## src/rtl/countdown_timer_if.sv

```systemverilog
// Handshake bundle for countdown_timer: control strobes in, count and status out.
interface countdown_timer_if #(
    parameter int unsigned WIDTH = 8
);
    logic             ena;
    logic             load;
    logic [WIDTH-1:0] load_value;
    logic             abort;
    logic [WIDTH-1:0] value;
    logic             busy;
    logic             expired;

    modport master (
        output ena, load, load_value, abort,
        input  value, busy, expired
    );

    modport slave (
        input  ena, load, load_value, abort,
        output value, busy, expired
    );
endinterface

```

## src/rtl/countdown_timer.sv

```systemverilog
// Loadable prescaled down-counter with a one-cycle expiry strobe and optional auto-reload.
module countdown_timer #(
    parameter int unsigned UPPER    = 255,
    parameter int unsigned RELOAD   = 0,
    parameter int unsigned PRESCALE = 1
) (
    input logic               clk,
    input logic               rst,
    countdown_timer_if.slave  bus
);
    localparam int unsigned WIDTH = $clog2(UPPER + 1);
    localparam int unsigned PW    = (PRESCALE > 1) ? $clog2(PRESCALE) : 1;

    localparam logic [WIDTH-1:0] UpperW = WIDTH'(UPPER);
    localparam logic [PW-1:0]    PreMax = PW'(PRESCALE - 1);

    typedef enum logic {StIdle, StRun} state_e;

    state_e           state_q, state_d;
    logic [WIDTH-1:0] value_q, value_d;
    logic [WIDTH-1:0] reload_q, reload_d;
    logic [PW-1:0]    pre_q, pre_d;
    logic             expired_q, expired_d;
    logic [WIDTH-1:0] clamped;
    logic             tick;

    assign clamped = (bus.load_value > UpperW) ? UpperW : bus.load_value;
    assign tick    = (state_q == StRun) && bus.ena && (pre_q == PreMax);

    always_comb begin
        state_d   = state_q;
        value_d   = value_q;
        reload_d  = reload_q;
        pre_d     = pre_q;
        expired_d = 1'b0;
        if (bus.load) begin
            reload_d = clamped;
            value_d  = clamped;
            pre_d    = '0;
            if (clamped != '0) begin
                state_d = StRun;
            end else begin
                // Zero load expires immediately and never re-arms.
                state_d   = StIdle;
                expired_d = 1'b1;
            end
        end else if (bus.abort) begin
            if (state_q == StRun) begin
                state_d = StIdle;
                value_d = '0;
                pre_d   = '0;
            end
        end else if ((state_q == StRun) && bus.ena) begin
            if (tick) begin
                pre_d = '0;
                if (value_q > WIDTH'(1)) begin
                    value_d = value_q - WIDTH'(1);
                end else begin
                    expired_d = 1'b1;
                    if (RELOAD != 0) begin
                        value_d = reload_q;
                    end else begin
                        value_d = '0;
                        state_d = StIdle;
                    end
                end
            end else begin
                pre_d = pre_q + PW'(1);
            end
        end
    end

    always_ff @(posedge clk or posedge rst) begin
        if (rst) begin
            state_q   <= StIdle;
            value_q   <= '0;
            reload_q  <= '0;
            pre_q     <= '0;
            expired_q <= 1'b0;
        end else begin
            state_q   <= state_d;
            value_q   <= value_d;
            reload_q  <= reload_d;
            pre_q     <= pre_d;
            expired_q <= expired_d;
        end
    end

    assign bus.value   = value_q;
    assign bus.busy    = (state_q == StRun);
    assign bus.expired = expired_q;
endmodule
```

## src/flat_wrapper.sv

```systemverilog
// flat-port wrapper written by rule: the top's interface ports become plain ports
module countdown_timer_flat 
#(
    parameter int unsigned UPPER    = 255,
    parameter int unsigned RELOAD   = 0,
    parameter int unsigned PRESCALE = 1
)
  (clk, rst, bus_ena, bus_load, bus_load_value, bus_abort, bus_value, bus_busy, bus_expired);
  countdown_timer_if bus_i ();
  input logic clk;
  input logic rst;
  input wire logic [$bits(bus_i.ena)-1:0] bus_ena;
  input wire logic [$bits(bus_i.load)-1:0] bus_load;
  input wire logic [$bits(bus_i.load_value)-1:0] bus_load_value;
  input wire logic [$bits(bus_i.abort)-1:0] bus_abort;
  output wire logic [$bits(bus_i.value)-1:0] bus_value;
  output wire logic [$bits(bus_i.busy)-1:0] bus_busy;
  output wire logic [$bits(bus_i.expired)-1:0] bus_expired;
  assign bus_i.ena = bus_ena;
  assign bus_i.load = bus_load;
  assign bus_i.load_value = bus_load_value;
  assign bus_i.abort = bus_abort;
  assign bus_value = bus_i.value;
  assign bus_busy = bus_i.busy;
  assign bus_expired = bus_i.expired;
  countdown_timer #(.UPPER(UPPER), .RELOAD(RELOAD), .PRESCALE(PRESCALE)) u_core (.clk(clk), .rst(rst), .bus(bus_i));
endmodule
```

## config.mk

```make
export PLATFORM = sky130hd
export DESIGN_NAME = countdown_timer_flat
export DESIGN_NICKNAME = d
export VERILOG_FILES = /design/src/rtl/countdown_timer_if.sv /design/src/rtl/countdown_timer.sv /design/src/flat_wrapper.sv
export SDC_FILE = /design/constraint.sdc
export NUM_CORES = 1
export LEC_CHECK = 0
export BUFFER_PORTS_ARGS = -buffer_cell sky130_fd_sc_hd__buf_2
export CAP_MARGIN = 0
export CELL_PAD_IN_SITES_DETAIL_PLACEMENT = 0
export CELL_PAD_IN_SITES_GLOBAL_PLACEMENT = 1
export CORE_ASPECT_RATIO = 1.1
export CORE_MARGIN = 4
export CORE_UTILIZATION = 35
export CTS_BUF_LIST = sky130_fd_sc_hd__clkbuf_8
export DETAILED_ROUTE_END_ITERATION = 10
export GPL_ROUTABILITY_DRIVEN = 1
export HOLD_SLACK_MARGIN = 0.08
export PLACE_DENSITY = 0.86
export SYNTH_ARGS = -nofsm -noshare
export SYNTH_HDL_FRONTEND = slang
export SYNTH_SLANG_ARGS = --single-unit
```

## constraint.sdc

```tcl
create_clock -name clk -period 2.9 [get_ports clk]
set_clock_uncertainty 0.15 [all_clocks]
set_input_delay 0.29 -clock clk [delete_from_list [all_inputs] [get_ports clk]]
set_output_delay 0.29 -clock clk [all_outputs]
set_load 0.05 [all_outputs]
```

==> results.cfg, run 1 <==
[cts]
cts_tree = built
clk-insertion-delay-late_ps = 240
clock_sinks = 11
clk_pin_slew_ps = 50
cts_root_buffer = clkbuf_8
cts_repair_resize_count = 0
clockBufferDepth = 2
cts_max_level = 1
cts_buffers = 3

[grt]
grt_max_degree = 18
grt_use_met3_pct = 5.63
grt_pass1_wl_um = 3330
met1_usage_pct = 20.3
grtUsageMet2_pct = 22.4
grt_pass1_vias = 731
antenna_found_initial = 0
grt_overflow = 0
grt-busiest-layer = met2
grt_usage_pct = 15.0

[logic_synthesis]
postSynth.asyncResetShare_pct = 100
syn-num-nets = 96
netlist_top_cells_count = dfrtp_1, nand2_1, nor2_1
synth_edf_count = 0
synth_top_cell_by_area = dfrtp_1
synth_area_leaders = dfrtp_1, nand2_1, a22o_1, ha_1, nor4_1
syn_inst = 81
ys_types = 32
seq_area_frac_synth_pct = 37.6
ys_ff_latch = 11
synth_top_area_share_pct = 37.6
yosys_most_used_dff = dfrtp_1
postSynthAreaPerCell_um2 = 9.04
syn_area_um2 = 732
synth_warnings = 0

[critical_path]
crit_path_end_kind = flip-flop
crit_path_start_kind = flip-flop
cp.required_ps = 2910
reg2reg_depth = 6
r2r_slack_ps = 950
reg2reg_from = u_core.bus.value[0]
critPathArrivalTime_ps = 1970
reg2reg_to = u_core.bus.value[3]
cp_max_fo = 5
crit_type = flip-flop to flip-flop

[timing]
timing.final.crit_share_pct = 67.3
slew-limit-headroom_pct = 54.2
finalSetupTns_ps = 0
rsz0062_at_grt = false
hold_viol = 0
setup_viol = 0
fmax_ghz = 0.512
worstMarginPinSlew_ps = 682
whs_ps = 149
finalMaxSlewViolations = 0
fin_crit_ps = 1950

[placed_design]
dp_hpwl_um = 1410
portBuffers = 22
place.gp.congestion = 0.824

[finish]
regArea_um2 = 275
final_layout_size_suffix_gt1_share_pct = 28.3
insertedDiodeCount = 0
fill_cells = 217
multi_input_area_um2 = 429
finalNetCount = 122
area_delta_synth_final_pct = 26.2

[drt]
routed_wl_um = 1920
drt_iter0_drc = 25
viasPerCell = 5.70
vias = 764
ant_nets = 0
drtPass1Iterations = 4
routedWlPerCell_um = 14.3
drc = 0

[min_path]
hold_class = primary input to flip-flop
min-delay-start = bus_load_value[5]
whs_path_depth = 3
worstHoldEndpoint = u_core.bus.value[5]

[floorplanning]
core_mm2 = 0.00200
start_util_pct = 36.6
die_width_um = 51.6
num_io_pins = 23
fp.dieH_um = 56.0
die_area_mm2 = 0.00289
fp-row-count = 17

[job]
maxCapViolCount = 0

[run_status]
status = complete, no violations

[pwr]
pwr_density_cell_mw_per_mm2 = 611
p_leak_nw = 0.437
ir_drop_v = 0.000316
[metal layers]
metal	routed length (µm)	part of all wire, %
met1	834	44
met5	0	0
met4	30	1.6
met3	174	9.1
met2	877	46
[critical path, stage by stage (launching register included)]
cell and delay (ps):
dfrtp_1 400, inv_1 80, ha_1 250, o21ba_4 250, a311oi_2 440, a32oi_1 160, o2bb2ai_1 160
[layout make-up]
| cell class | instances | area share (%) |
|---|---|---|
| clock buffer | 3 | 4.47 |
| clock inverter | 1 | 0.407 |
| inverter | 5 | 2.03 |
| multi-input combinational | 63 | 46.5 |
| sequential | 11 | 29.8 |
| tap | 28 | 3.79 |
| timing repair buffer | 23 | 13.0 |
[flip-flops by register name, indices dropped and copies added (netlist names)]
signal and cells:
u_core.bus.busy 1, u_core.bus.expired 1, u_core.bus.value 8, u_core.pre_q 1
[stage by stage]
step           utilization, %  instance area, µm²  std cells  worst slack (ps)  power, mW
2_1_floorplan               -                 732         81               727      0.360
3_5_place_dp             43.4                 868        129               972      0.414
3_3_place_gp             43.4                 868        129              1020      0.413
4_1_cts                  46.2                 923        134               959      0.567
5_1_grt                  46.2                 923        134               821      0.598
6_report                 46.2                 923        134               949      0.564
[kinds of logic (layout without fill, tap and decap cells)]
family / count (synthesis) / count (layout) / synth area share (%)
buf+inv: 7 / 32 / 3.76
flops: 11 / 11 / 37.6
fa+ha+maj: 2 / 2 / 3.42
simple gates: 35 / 35 / 25.6
compound gates: 26 / 26 / 29.6
[power breakdown]
| part | switching, mW | total [mW] | internal [mW] |
|---|---|---|---|
| Sequential | 0.0318 | 0.204 | 0.172 |
| Combinational | 0.142 | 0.209 | 0.0674 |
| Clock | 0.0583 | 0.151 | 0.0930 |
| Total | 0.232 | 0.564 | 0.332 |
[cell usage in the layout (no fill, tap or decap), drive strengths merged]
cell / count
buf: 22
nand2: 11
dfrtp: 11
o21ai: 7
nor2: 6
inv: 6
nor4: 4
a22o: 3
nand4: 3
nand3: 3
clkbuf: 3
nor3: 3
nand2b: 2
a32oi: 2
o41ai: 2
a22oi: 2
ha: 2
a21oi: 2
o21ba: 1
a311o: 1
a311oi: 1
a21o: 1
o2bb2ai: 1
a21boi: 1
nand4b: 1
o211ai: 1
nor4b: 1
and3b: 1
a2bb2oi: 1
dlygate4sd3: 1
[worst max-delay path by stage]
| stage | start | to | slack [ps] | cells after the start |
|---|---|---|---|---|
| CTS | u_core.bus.value[0] | u_core.bus.value[3] | 960 | 6 |
| global route | u_core.bus.value[0] | u_core.bus.value[3] | 820 | 6 |
| detailed placement | u_core.bus.value[0] | u_core.bus.value[3] | 970 | 6 |
| finish | u_core.bus.value[0] | u_core.bus.value[3] | 950 | 6 |
| global placement | u_core.bus.value[0] | u_core.bus.value[4] | 1020 | 6 |
| floorplan | u_core.bus.value[0] | u_core.bus.value[4] | 730 | 6 |
[what timing repair did]
item / CTS / global route
buffers inserted: 0 / 0
hold buffers: 1 / 0
endpoints found under the hold margin: 11 / 0
Note: power is estimated with default switching activity, not from simulation.
==> run 2: changes to the inputs <==
==> constraint.sdc (replaced) <==
create_clock -name clk -period 1.8 [get_ports clk]
set_clock_uncertainty 0.15 [all_clocks]
set_input_delay 0.18 -clock clk [delete_from_list [all_inputs] [get_ports clk]]
set_output_delay 0.18 -clock clk [all_outputs]
set_load 0.05 [all_outputs]
==> run 2 against run 1 <==
- global-route usage up 1.2 points
- critical path depth unchanged
- non-clock buffer count up 8
- first-iteration DRC count down 4.0%
- power up 71%
- combinational power up 86%
==> results.cfg, run 2 (synthesized netlist as in run 1, its figures left out) <==
[drt]
drt_iter0_drc = 24
drtPass1Iterations = 6
vias = 784
ant_nets = 0
drc = 0
viasPerCell = 5.52
routedWlPerCell_um = 14.9
routed_wl_um = 2120

[cts]
cts_max_level = 1
clk-insertion-delay-late_ps = 240
cts_tree = built
cts_setup_buffers = 0
cts_buffers = 3
clockBufferDepth = 2
cts_root_buffer = clkbuf_8
clk_pin_slew_ps = 50
clock_sinks = 11

[timing]
setup_ws_ps = 80.2
fin_crit_ps = 1720
rsz0062_at_grt = true
whs_ps = 101
slew-limit-headroom_pct = 68.4
setup_viol = 0
finalMaxSlewViolations = 0
timing.final.crit_share_pct = 95.5
worstMarginPinSlew_ps = 470
hold_viol = 0
fmax_ghz = 0.581

[grt]
grt_max_degree = 12
antenna_found_initial = 0
grt_usage_pct = 16.2
grt_overflow = 0
grt_pass1_vias = 770
grt_pass1_wl_um = 3540

[placed_design]
portBuffers = 22
dp_slack_ps = 37.2
place.gp.congestion = 0.790
dp.cells = 134
dp_hpwl_um = 1640

[finish]
final_layout_size_suffix_gt1_share_pct = 35.1
area_delta_synth_final_pct = 39.0
layout_commonest_cell = buf_2
finalNetCount = 130
final_cells = 142
largest_reg_flops = 8
layout_common_cells = buf_2, nand2_1, dfrtp_1
insertedDiodeCount = 0
final_util_pct = 50.9

[critical_path]
cp_max_fo = 5
critPathTopFamily = compound AO/OA/AOI/OAI gates
crit_path_end_kind = flip-flop
crit_type = flip-flop to flip-flop
cp.required_ps = 1810
worstPathCellList = inv_2, ha_4, o21ba_4, a311oi_4, a32oi_1, o2bb2ai_1
critPathArrivalTime_ps = 1730
max_stage_delay_ps = 400
worst-path-buf-inv = 1
cp_slowest_cell = dfrtp_2
crit_path_start_kind = flip-flop

[floorplanning]
fp-row-count = 17
fp.dieH_um = 56.0
core_mm2 = 0.00200
num_io_pins = 23
die_width_um = 51.6
die_area_mm2 = 0.00289
start_util_pct = 36.6

[pwr]
p_leak_nw = 0.473
pwr_density_cell_mw_per_mm2 = 948
ir_drop_v = 0.000362

[run_status]
status = complete, no violations

[job]
maxCapViolCount = 0

[min_path]
hold_class = primary input to flip-flop
run 2: report_power, final:
group | leakage [nW] | switching, mW | internal [mW]
Clock | 0.0269 | 0.0970 | 0.150
Sequential | 0.136 | 0.0511 | 0.278
Combinational | 0.310 | 0.248 | 0.140
Total | 0.473 | 0.396 | 0.568
run 2: final timing paths:
check / start / endpoint / slack, ps / cells past startpoint
min in group asynchronous: rst / u_core.bus.value[4] / 340 / 3
hold reg to reg: u_core.pre_q / u_core.pre_q / 360 / 1
max in group asynchronous: rst / u_core.bus.value[0] / 820 / 3
hold / removal: bus_load_value[1] / u_core.bus.value[1] / 100 / 3
setup / recovery: u_core.bus.value[0] / u_core.bus.value[3] / 80 / 6
setup reg to reg: u_core.bus.value[0] / u_core.bus.value[3] / 80 / 6
run 2: layer usage:
layer	GRT usage, %	vias to the layer above	share of wire [%]
met5	0	-	0
met3	3.22	8	5.5
met2	27.1	38	52
li1	-	378	-
met4	8.61	0	3.0
met1	18.9	360	40
run 2: cell type report:
cell class	count	area, µm²
Timing Repair Buffer	31	188
Multi-Input combinational cell	63	453
Tap cell	28	35.0
Inverter	5	18.8
Sequential cell	11	278
Clock inverter	1	3.75
Clock buffer	3	41.3
Fill cell	205	982
run 2: through the flow:
stage	power, mW	instance area [µm²]	TNS [ps]
detailed placement	0.707	921	0
finish	0.964	1020	0
global route	1.01	1020	-7.38
CTS	0.962	1010	0
global placement	0.699	921	0
floorplan	0.591	747	-79.2
run 2: timing repair:
action,CTS,global route
endpoints found under the hold margin,14,0
setup endpoints to repair,0,2
hold buffers,4,0
gates resized for setup,0,1
run 2: worst register-to-register path, stage by stage, from the launching register on:
cell	delay (ps)
dfrtp_2	400
inv_2	60
ha_4	170
o21ba_4	240
a311oi_4	330
a32oi_1	150
o2bb2ai_1	150
